==> src/rtl/hmac512_pkg.sv <==
// Shared types for the SHA-512/HMAC-512 message path.
// Holds the FIFO entry layout, packer states and the message length width.
package hmac512_pkg;

  localparam int MsgLenW = 128;

  typedef logic [63:0] sha_word_t;

  typedef struct packed {
    sha_word_t  data;
    logic [7:0] mask;
  } sha_fifo_t;

  typedef enum logic [1:0] {
    StIdle,
    StAccum,
    StFlush,
    StDone
  } pack_st_e;

endpackage

==> src/rtl/sha512_byte_align.sv <==
// Appends beat bytes after the staged bytes; byte 0 sits in the low lane.
// Reports whether eight bytes are now available and the leftover count.
module sha512_byte_align
  import hmac512_pkg::*;
(
  input  logic [6:0][7:0]  stage_i,
  input  logic [2:0]       stage_cnt_i,
  input  logic [3:0][7:0]  beat_i,
  input  logic [2:0]       n_i,
  output logic [10:0][7:0] cat_o,
  output logic             word_full_o,
  output logic [2:0]       stage_cnt_o
);

  logic [3:0]  sum;
  logic [87:0] stg_x;
  logic [87:0] bt_x;

  always_comb begin
    sum = {1'b0, stage_cnt_i} + {1'b0, n_i};
    stg_x = {32'b0, stage_i} & ~({88{1'b1}} << {stage_cnt_i, 3'b000});
    bt_x = {56'b0, beat_i} & ~({88{1'b1}} << {n_i, 3'b000});
    cat_o = stg_x | (bt_x << {stage_cnt_i, 3'b000});
  end

  // Low three bits of the sum are the leftover count once a word is cut.
  assign word_full_o = sum[3];
  assign stage_cnt_o = sum[2:0];

endmodule

==> src/rtl/sha512_msg_pack.sv <==
// Packs 32-bit strobed message beats into 64-bit big-endian FIFO entries.
// Define SHA512_MSG_BYTE_SWAP_EN to take msg_data_i[31:24] as the first byte.
module sha512_msg_pack
  import hmac512_pkg::*;
#(
  parameter int BufWords = 1
) (
  input  logic               clk_i,
  input  logic               rst_ni,
  input  logic               sha_en_i,
  input  logic               hash_start_i,
  input  logic               hash_process_i,
  input  logic               msg_valid_i,
  input  logic [31:0]        msg_data_i,
  input  logic [3:0]         msg_strb_i,
  output logic               msg_ready_o,
  output logic               fifo_wvalid_o,
  output logic [63:0]        fifo_wdata_o,
  output logic [7:0]         fifo_wmask_o,
  input  logic               fifo_wready_i,
  output logic [MsgLenW-1:0] message_length_o,
  output logic               pack_done_o,
  output logic               err_o
);

  if (BufWords != 1) begin : g_bad_buf
    $error("sha512_msg_pack: only BufWords == 1 is supported");
  end

  pack_st_e           st_q, st_d;
  logic [6:0][7:0]    stage_q, stage_d;
  logic [2:0]         cnt_q, cnt_d;
  sha_fifo_t          out_q, out_d;
  logic               out_vld_q, out_vld_d;
  logic [MsgLenW-1:0] len_q, len_d;
  logic               err_q, err_d;

  logic [3:0][7:0]    beat;
  logic [3:0]         strb;
  logic [2:0]         n;
  logic               strb_ok;
  logic [10:0][7:0]   cat;
  logic               full;
  logic [2:0]         cnt_nxt;
  logic               slot_free;
  logic               ready;
  logic               acc;
  sha_word_t          flush_data;

`ifdef SHA512_MSG_BYTE_SWAP_EN
  assign beat = {msg_data_i[7:0], msg_data_i[15:8],
                 msg_data_i[23:16], msg_data_i[31:24]};
  assign strb = {msg_strb_i[0], msg_strb_i[1],
                 msg_strb_i[2], msg_strb_i[3]};
`else
  assign beat = msg_data_i;
  assign strb = msg_strb_i;
`endif

  always_comb begin
    n = 3'd0;
    strb_ok = 1'b1;
    unique case (1'b1)
      (strb == 4'b0001): n = 3'd1;
      (strb == 4'b0011): n = 3'd2;
      (strb == 4'b0111): n = 3'd3;
      (strb == 4'b1111): n = 3'd4;
      default:           strb_ok = 1'b0;
    endcase
  end

  sha512_byte_align u_align (
    .stage_i     (stage_q),
    .stage_cnt_i (cnt_q),
    .beat_i      (beat),
    .n_i         (n),
    .cat_o       (cat),
    .word_full_o (full),
    .stage_cnt_o (cnt_nxt)
  );

  always_comb begin
    flush_data = '0;
    for (int i = 0; i < 7; i++) begin
      flush_data[63-8*i -: 8] = stage_q[i];
    end
  end

  assign slot_free = !out_vld_q || fifo_wready_i;
  // Idle and Done swallow beats so a stray writer never stalls the bus.
  assign ready = (st_q == StAccum) ? slot_free : (st_q != StFlush);
  assign acc = msg_valid_i && ready;

  always_comb begin
    st_d = st_q;
    stage_d = stage_q;
    cnt_d = cnt_q;
    out_d = out_q;
    out_vld_d = out_vld_q;
    len_d = len_q;
    err_d = 1'b0;
    if (out_vld_q && fifo_wready_i) begin
      out_vld_d = 1'b0;
    end
    if (hash_start_i) begin
      stage_d = '0;
      cnt_d = '0;
      out_d = '0;
      out_vld_d = 1'b0;
      len_d = '0;
      st_d = sha_en_i ? StAccum : StIdle;
    end else begin
      unique case (st_q)
        StIdle, StDone: begin
          err_d = acc;
        end
        StAccum: begin
          if (acc) begin
            if (!sha_en_i || !strb_ok) begin
              err_d = 1'b1;
            end else begin
              len_d = len_q + MsgLenW'({n, 3'b000});
              cnt_d = cnt_nxt;
              if (full) begin
                for (int i = 0; i < 8; i++) begin
                  out_d.data[63-8*i -: 8] = cat[i];
                end
                out_d.mask = 8'hFF;
                out_vld_d = 1'b1;
                stage_d = {32'b0, cat[10:8]};
              end else begin
                stage_d = cat[6:0];
              end
            end
          end
          if (hash_process_i) begin
            st_d = StFlush;
          end
        end
        StFlush: begin
          if (cnt_q == 3'd0) begin
            st_d = StDone;
          end else if (slot_free) begin
            out_d.data = flush_data;
            out_d.mask = ~(8'hFF >> cnt_q);
            out_vld_d = 1'b1;
            stage_d = '0;
            cnt_d = '0;
            st_d = StDone;
          end
        end
        default: st_d = StIdle;
      endcase
    end
  end

  always_ff @(posedge clk_i or negedge rst_ni) begin
    if (!rst_ni) begin
      st_q <= StIdle;
      stage_q <= '0;
      cnt_q <= '0;
      out_q <= '0;
      out_vld_q <= 1'b0;
      len_q <= '0;
      err_q <= 1'b0;
    end else begin
      st_q <= st_d;
      stage_q <= stage_d;
      cnt_q <= cnt_d;
      out_q <= out_d;
      out_vld_q <= out_vld_d;
      len_q <= len_d;
      err_q <= err_d;
    end
  end

  assign msg_ready_o = ready;
  assign fifo_wvalid_o = out_vld_q;
  assign fifo_wdata_o = out_q.data;
  assign fifo_wmask_o = out_q.mask;
  assign message_length_o = len_q;
  assign pack_done_o = (st_q == StDone) && !out_vld_q;
  assign err_o = err_q;

endmodule

==> config.mk <==
export PLATFORM = sky130hd
export DESIGN_NAME = sha512_msg_pack
export DESIGN_NICKNAME = d
export VERILOG_FILES = /design/src/rtl/hmac512_pkg.sv /design/src/rtl/sha512_byte_align.sv /design/src/rtl/sha512_msg_pack.sv
export SDC_FILE = /design/constraint.sdc
export NUM_CORES = 1
export LEC_CHECK = 0
export CORE_MARGIN = 3
export CORE_UTILIZATION = 45
export CTS_CLUSTER_DIAMETER = 80
export DETAILED_ROUTE_END_ITERATION = 16
export PLACE_DENSITY_LB_ADDON = 0.05
export RECOVER_POWER = 100
export SLEW_MARGIN = 5
export SYNTH_ARGS = -nofsm -noshare
export SYNTH_HDL_FRONTEND = slang
export SYNTH_SLANG_ARGS = --single-unit
==> constraint.sdc <==
create_clock -name clk_i -period 5.3 [get_ports clk_i]
set_input_delay 0.53 -clock clk_i [delete_from_list [all_inputs] [get_ports clk_i]]
set_output_delay 0.53 -clock clk_i [all_outputs]
set_load 0.03 [all_outputs]
==> metrics <==
Fmax achieved 0.226 GHz; GPL Wtd Cong 0.922; area grow syn2layout 24.3%; CP Capture Type flop; Hold Path Class reg -> reg; Hold WS 0.468 ns; vias in the first global route 14,474; DR iter-0 viols 1,795; Post-synth EDFFs 0; clk buf depth 3; Cells after DPL 2,328; ys async rst share 100%; initial antenna violation count 0; Filler cells 3,045; Lkg Pwr 8.10 nW; CTS-repair resized insts 0; I/O Buffers 243; # rows 66; num ports 247; share of cells above drive strength 1 4.84%; DRT Pass-1 Iters 6; first-pass GRT wire length 85.8 mm; height of the die 190 microns; commonest non-fill, non-tap cell in the layout dfrtp_1; DIE WIDTH 190 microns; worst slew pin tran 2.55 ns; violated checks max-capacitance violations, max-slew violations; Net count, final 1,973; crit-path max FO 54; Post-Syn Instances 1,728; CTS tree yes; Post CTS Setup Buffer Count 0; initial core utilization 46.2%; Clock Skews 0.0102 ns; clock slew at reported path FFs 0.06 ns; Min Clock Period, post-route 4.42 ns; gr usage total 29.8%; Power Total 5.04 mW; Min-Delay Endpoint fifo_wdata_o[24]; Worst setup SP type flop; post-synth top area share 42.9%; #FFs+latches synth 260; PnR worst setup slack 0.883 ns; largest net degree at the start of global routing 130; vias 15,286; Most used DFF post-synth dfrtp_1; clk root buf clkbuf_16; most frequent cells in the layout dfrtp_1, nand2_1, dlygate4sd3_1; post-synthesis average cell area 8.78 sq um; Non-Filler Instances 2,384; Max Slew Vio Count 286; critical path class reg -> reg; worst-skew pair later-pin latency 0.55 ns; Yosys cell types 73; P per Cell Area 267 nW/um^2; # hold bufs at CTS 0; pre-CTS setup slack 1.14 ns; DRC viols 0; GR Overflow Total 0; largest cells by area after synthesis dfrtp_1, nand2_1, a21oi_1, nor2_1, o21ai_0; Ys Warns 0; Fin Setup TNS 0 ns; post-route ant nets 0; hold path cells 2; reg-to-reg startpoint cnt_q[0]; sequential area share after synthesis 42.9%; min-delay src fifo_wdata_o[24]; final hold vios 0; Final setup viols 0; maximum vdd drop 0.304 mV; DPL Wire Length 38.4 mm; routed wire length 55.1 mm; register-to-register setup slack 0.88 ns; core footprint 32,900 sq um; ANT cells 0; htree depth 1; max-cap violation count 4; R2R cell count 7; total CTS buffers 31; status complete, but fails checks; final cycle utilization of the critical path 83.3%; RR Endpoint fifo_wdata_o[52]; Routed wire per std cell 23.1 microns; arrival time at the worst endpoint 4.91 ns; Required @ worst endpoint 5.79 ns; CTS sink count 260; Mapped Area 15,200 sq um; Slew HR -70.1%; Die ar. 36,000 sq um; vias per cell 6.41; Synth area leader dfrtp_1; RSZ-0062 raised after global routing false
[worst max path at each step]
stage | start | to | cells past startpoint
after CTS | cnt_q[0] | fifo_wdata_o[16] | 7
after global routing | cnt_q[0] | fifo_wdata_o[52] | 7
final | cnt_q[0] | fifo_wdata_o[52] | 7
after floorplan | msg_strb_i[0] | message_length_o[119] | 11
after global placement | msg_strb_i[2] | fifo_wdata_o[16] | 8
after detailed placement | msg_strb_i[2] | fifo_wdata_o[18] | 8
[logic make-up after synthesis]
kind of cell             after synthesis  synth area share [%]
AND/OR/NAND/NOR                      757                  26.1
flip-flops                           260                  42.9
other                                  1                0.0247
adder cells (fa/ha/maj)               11                  1.01
AO/OA/AOI/OAI                        482                  21.5
multiplexers                          23                  1.54
XOR/XNOR                              53                  3.06
buffers and inverters                141                  3.81
[metrics by stage]
stage,util [%],instance area (sq um)
floorplan,-,15200
global placement,54.6,17900
detailed placement,54.6,17900
CTS,57.6,18900
global route,57.4,18900
finish,57.4,18900
[critical path, cell delays in order (launching register included)]
cell and delay [ns]:
dfrtp_1 0.80, or2_0 0.88, nor2_1 0.46, o21ai_0 0.70, o311ai_4 0.44, buf_4 0.41
a2111oi_0 0.49, a21o_1 0.13
[metal layers]
metal	routed length, microns	track usage (%)	part of all wire (%)
met5	0	0	0
met4	1190	6.26	2.2
met3	5620	5.97	10
met2	23500	43.2	43
met1	24800	46.2	45
[sequential cells by signal, indices dropped and copies added, names as in the netlist]
register and flops:
cnt_q 3, st_q 2, flush_data 56, fifo_wmask_o 8, message_length_o 125, fifo_wdata_o 64
err_o 1, fifo_wvalid_o 1
[cells in the mapped netlist, drive strengths merged, types with 9 or more instances]
| library cell | number |
|---|---|
| dfrtp | 260 |
| nor2 | 127 |
| nand4 | 57 |
| a221o | 22 |
| a21oi | 122 |
| or4 | 37 |
| nand3 | 76 |
| inv | 26 |
| nand2 | 218 |
| and3 | 47 |
| nor4 | 33 |
| mux2i | 20 |
| a22o | 50 |
| and4 | 22 |
| o21ai | 94 |
| xnor2 | 42 |
| buf | 29 |
| xor2 | 11 |
| a32oi | 15 |
| or3 | 31 |
| nand2b | 13 |
| a21o | 16 |
| and2 | 18 |
| o221ai | 15 |
| nor3 | 50 |
| ha | 9 |
| a22oi | 33 |
| o22ai | 16 |
| o311ai | 10 |
| clkbuf | 85 |
| o31ai | 46 |
[power by group]
group	internal, mW	total, mW	switching (mW)
clock	1.23	2.09	0.855
sequential	2.05	2.09	0.0439
combinational	0.243	0.864	0.621
[final cells by class]
type | instances | area (sq um) | area share, %
clock buffers | 49 | 923 | 4.90
clock inverters | 7 | 60.1 | 0.319
inverters | 27 | 101 | 0.538
multi-input cells | 1329 | 8110 | 43.0
flip-flops and latches | 260 | 6510 | 34.5
well taps | 442 | 553 | 2.93
repair buffers | 270 | 2600 | 13.8
(Power assumes the default switching activity.)
